===== src/rtl/capture_snapshot_tx.sv =====
// Capture-timing snapshot transmitter.
// A trigger copies cap_data into a shadow register. The shadow is then sent
// LSB-first over a 1-bit stream, followed by one even-parity bit.
//
// Handshake: a bit transfers on a rising edge where ser_valid && ser_ready.
// While ser_valid=1 and ser_ready=0, ser_data and ser_last hold their value.
// ser_valid drops only after the parity bit transfers with no new trigger.
//
// Every output comes directly from a flop. busy mirrors ser_valid, so it also
// shows whether the FSM is outside IDLE.
module capture_snapshot_tx #(
  parameter int WIDTH = 64,
  parameter int CNT_W = 8
) (
  input  logic             CK,
  input  logic             RST,
  input  logic             trig,
  input  logic [WIDTH-1:0] cap_data,
  output logic             ser_valid,
  input  logic             ser_ready,
  output logic             ser_data,
  output logic             ser_last,
  output logic             busy,
  output logic [CNT_W-1:0] drop_cnt
);

  localparam int IDX_W = (WIDTH > 2) ? $clog2(WIDTH) : 1;
  localparam logic [IDX_W-1:0] LAST_IDX = IDX_W'(WIDTH - 1);

  typedef enum logic [1:0] {
    IDLE = 2'd0,
    DATA = 2'd1,
    PAR  = 2'd2
  } state_t;

  state_t             state_q, state_n;
  logic [IDX_W-1:0]   idx_q, idx_n, idx_inc;
  logic               par_q, par_n;
  logic [WIDTH-1:0]   shadow_q, shadow_n;
  logic [CNT_W-1:0]   drop_q, drop_n, drop_inc;
  logic               data_q, data_n;
  logic               valid_q, valid_n;
  logic               last_q, last_n;
  logic               load;

  // Next-state, datapath and registered-output values for the frame FSM.
  always_comb begin
    state_n  = state_q;
    idx_n    = idx_q;
    par_n    = par_q;
    shadow_n = shadow_q;
    drop_n   = drop_q;
    data_n   = data_q;
    valid_n  = valid_q;
    last_n   = last_q;
    idx_inc  = idx_q + IDX_W'(1);
    drop_inc = (drop_q != {CNT_W{1'b1}}) ? drop_q + CNT_W'(1) : drop_q;
    // A trigger is accepted when idle, or when it coincides with the final
    // parity transfer (back-to-back frames with no idle cycle).
    load     = trig && ((state_q == IDLE) || (state_q == PAR && ser_ready));

    case (state_q)
      IDLE: begin
        valid_n = 1'b0;
      end
      DATA: begin
        if (trig) drop_n = drop_inc;
        if (ser_ready) begin
          par_n = par_q ^ data_q;
          if (idx_q == LAST_IDX) begin
            state_n = PAR;
            data_n  = par_q ^ data_q;
            last_n  = 1'b1;
          end else begin
            idx_n  = idx_inc;
            data_n = shadow_q[idx_inc];
          end
        end
      end
      PAR: begin
        if (ser_ready) begin
          state_n = IDLE;
          valid_n = 1'b0;
          last_n  = 1'b0;
          data_n  = 1'b0;
        end else if (trig) begin
          drop_n = drop_inc;
        end
      end
      default: begin
        state_n = IDLE;
        valid_n = 1'b0;
        last_n  = 1'b0;
        data_n  = 1'b0;
      end
    endcase

    if (load) begin
      shadow_n = cap_data;
      idx_n    = '0;
      par_n    = 1'b0;
      state_n  = DATA;
      data_n   = cap_data[0];
      valid_n  = 1'b1;
      last_n   = 1'b0;
    end
  end

  // State and output registers; reset overrides every other input.
  always_ff @(posedge CK) begin
    if (RST) begin
      state_q  <= IDLE;
      idx_q    <= '0;
      par_q    <= 1'b0;
      shadow_q <= '0;
      drop_q   <= '0;
      data_q   <= 1'b0;
      valid_q  <= 1'b0;
      last_q   <= 1'b0;
    end else begin
      state_q  <= state_n;
      idx_q    <= idx_n;
      par_q    <= par_n;
      shadow_q <= shadow_n;
      drop_q   <= drop_n;
      data_q   <= data_n;
      valid_q  <= valid_n;
      last_q   <= last_n;
    end
  end

  assign ser_valid = valid_q;
  assign ser_data  = data_q;
  assign ser_last  = last_q;
  assign busy      = valid_q;
  assign drop_cnt  = drop_q;

endmodule


===== config.mk =====
export PLATFORM = sky130hd
export DESIGN_NAME = capture_snapshot_tx
export DESIGN_NICKNAME = d
export VERILOG_FILES = /design/src/rtl/capture_snapshot_tx.sv
export SDC_FILE = /design/constraint.sdc
export NUM_CORES = 1
export LEC_CHECK = 0
export ABC_AREA = 1
export CORE_MARGIN = 2
export CORE_UTILIZATION = 40
export CTS_BUF_LIST = sky130_fd_sc_hd__clkbuf_8 sky130_fd_sc_hd__clkbuf_16
export DETAILED_ROUTE_END_ITERATION = 8
export MAX_ROUTING_LAYER = met4
export PLACE_DENSITY = 0.64
export SYNTH_ARGS = -nofsm -noshare
export SYNTH_HDL_FRONTEND = slang
export SYNTH_SLANG_ARGS = --single-unit

===== constraint.sdc =====
create_clock -name CK -period 3.9 [get_ports CK]
set_input_delay 0.39 -clock CK [delete_from_list [all_inputs] [get_ports CK]]
set_output_delay 0.39 -clock CK [all_outputs]
set_load 0.01 [all_outputs]

==> out/results.ini <==
[run_status]
outcome = complete, no violations

[route]
ant_nets = 0
drt_first_pass_iters = 4
detail_route.drc_violations = 0
drt_iter0_markers = 164
avgViaCountPerCell = 4.93
wirelength_microns = 9550
drt-wirelength-per-cell_microns = 13.0
routed-via-count = 3636

[die]
floorplan.io_pins = 80
core.rowCount = 35
chipWidth_microns = 101
die_height_microns = 101
initial_cell_density_of_the_core = 0.411
design.core.area_sq_um = 9240
overall_die_area_sq_um = 10300

[clocking]
clock_tree.root_cell = clkbuf_8
clock_path_buffers = 2
clkTransAtPathRegs_ps = 80
clock_sink_count = 83
clock_insertion_delay_worst_skew_ps = 340
ctsHtreeMaxLevel = 3
tritoncts_clock_tree = yes
cts_buffers = 9
cts_hold_repair.buffers = 0
cts.repair_timing.setup_buffer_count = 0
post_cts_resized = 0

[yosys]
netlist_area_before_placement_sq_um = 3800
syn-instance-count = 539
synth-edff-count = 0
synth_top_area_share = 0.438
synth_top_area_cell = dfxtp_1
syn-num-nets = 609
synth_area_per_cell_sq_um = 7.04
synth-async-reset-ratio = 0
yosys_warnings = 0
yosys.cell_types.count = 31
yosys-top-cells-area = dfxtp_1 44%, o21ai_0 10%, a21oi_1 9.2%
main_synth_ff_type = dfxtp_1
synth-seq-cells = 83
synth-seq-area-share = 0.438

[sta]
setup_viol = 0
worst-slew-pin-transition_ps = 1010
finalCriticalPeriod_ps = 2510
tns_ps = 0
timing.clock.skew_ps = 5.85
timing.fmax_mhz = 398
timing_hold_violations_final = 0
rsz0062_at_grt = no
final.period_utilization = 0.644
finalMaxSlewViolations = 0
slew_headroom = 0.320
setup_ws_ps = 1390

[final_layout]
utilization = 0.528
final_cells = 737
count_of_antenna_diodes_in_the_layout = 0
layout_cell_share_with_drive_strength_beyond_1 = 0.0543
area_growth_syn_to_layout_pct = 28.6
fin_nets = 673
final_area_sq_um = 4880

[pwr]
vdd_drop_max_v = 0.000225
switchingPower_uw = 517
power_report.internal_total_mw = 1.39
seq_power_share = 0.490
comb_power_share = 0.179
leakage_nw = 1.95
sw_frac_of_total = 0.271
powerDensity_nw_per_um2 = 391
clkPwrFrac = 0.331

[worst_setup_path]
critPathMaxFanout = 20
setup.worst_path.end_class = flop
critical_path_class = flop to flop
setup.worst_path.start_class = flop
timing.critical_path.buf_inv = 1
worst_ep_arrival_time_ps = 2740
timing.critical_path.slowest_cell_delay_ps = 640
crit_family = simple AND/OR/NAND/NOR gates
critical_path_required_ps = 4130
cp_cell_sequence = ha_1, inv_1, nand3_1, nand3_1, nand3_1, nand3_1, nand3_1, nand3_1, nand2_1, a21oi_1
critical_path.slowest_cell = ha_1
critical-path-top-cell-by-count = nand3_1
setup.reg_to_reg.worst_slack_ps = 1390

[global_routing]
vias_in_the_first_global_route = 3528
grt_usage = 0.200
grt_first_pass_wirelength_microns = 16100
grt_overflow = 0
grt_antenna_before_repair = 0
pin_count_of_the_biggest_net_entering_global_routing = 66

[placed_design]
numPortBuffers = 79
post-place-ws_ps = 1390
dp_hpwl_microns = 6290
globalplace.congestion = 0.827
place_inst = 721
dpl_cell_area_sq_um = 4680

[job]
max_cap_viol_count = 0

[hold_path]
worstHoldPathType = flop to flop

-- state kept, by name, summed over array words and instances, names as in the netlist --
signal / flops
shadow_q: 64
drop_cnt: 8
idx_q: 6
busy: 1
par_q: 1
ser_data: 1
ser_last: 1
state_q: 1
-- metal layers --
layer | vias up | share of wire | GRT usage
met5 | - | 0 | -
met4 | 0 | 0.0096 | 0.0395
met3 | 9 | 0.050 | 0.0511
met2 | 95 | 0.45 | 0.307
met1 | 1651 | 0.49 | 0.267
li1 | 1881 | - | -
-- cell usage after synthesis, drive strengths merged (5+ instances only) --
master,number
o211ai,5
o21ai,77
dfxtp,83
buf,14
clkbuf,17
a21oi,71
nand3,60
nor3,5
nor2,41
nand2,70
inv,80
xor2,5
-- cells by family (layout without fill, tap and decap cells) --
| kind of cell | after synthesis | in the layout | share of synthesized area |
|---|---|---|---|
| xor gates and xnor gates | 6 | 6 | 0.0158 |
| and+or+nand+nor | 180 | 180 | 0.211 |
| DFF | 83 | 83 | 0.438 |
| adders and majority gates | 2 | 2 | 0.00659 |
| AOI/OAI and AO/OA | 157 | 157 | 0.215 |
| buffers and inverters | 111 | 180 | 0.115 |
-- metrics by stage --
step,hold WS [ps],total power [mW]
after global placement,438,1.29
after CTS,458,1.92
after floorplan,429,1.16
after global routing,474,2.01
final,455,1.91
after detailed placement,446,1.29
-- layout by cell type, fill, tap and decap left out, drive strengths merged, types with 11 or more instances in the layout --
| cell type | count |
|---|---|
| inv | 82 |
| dfxtp | 83 |
| clkbuf | 11 |
| nand3 | 60 |
| o21ai | 77 |
| a21oi | 71 |
| nor2 | 41 |
| clkdlybuf4s50 | 79 |
| nand2 | 70 |
-- power groups by stage --
stage               registers, mW  logic (mW)  clock network (mW)
floorplan                   0.951       0.207                   0
global placement            0.953       0.336                   0
detailed placement          0.954       0.340                   0
CTS                         0.934       0.343               0.643
global route                0.941       0.386               0.686
finish                      0.934       0.341               0.632
-- tightest hold or removal path: stages, from the launching register on --
cell	delay [ps]
dfxtp_1	300
inv_1	60
a21oi_1	50
-- path summary, 6_finish.rpt --
check / start / to / cells past startpoint
setup / recovery: idx_q[1]$_SDFFE_PP0P_ / ser_data$_SDFFE_PP0P_ / 10
hold / removal: shadow_q[55]$_SDFFE_PP0P_ / shadow_q[55]$_SDFFE_PP0P_ / 2
setup reg to reg: idx_q[1]$_SDFFE_PP0P_ / ser_data$_SDFFE_PP0P_ / 10
hold reg to reg: shadow_q[55]$_SDFFE_PP0P_ / shadow_q[55]$_SDFFE_PP0P_ / 2
-- cell type report --
| cell class | count | area, sq um |
|---|---|---|
| fill | 929 | 4360 |
| multi-input combinational | 345 | 1700 |
| sequential | 83 | 1660 |
| timing repair buffer | 84 | 853 |
| inverter | 80 | 300 |
| tap | 129 | 161 |
| clock buffer | 11 | 151 |
| clock inverter | 5 | 53.8 |
(Power assumes the default switching activity.)
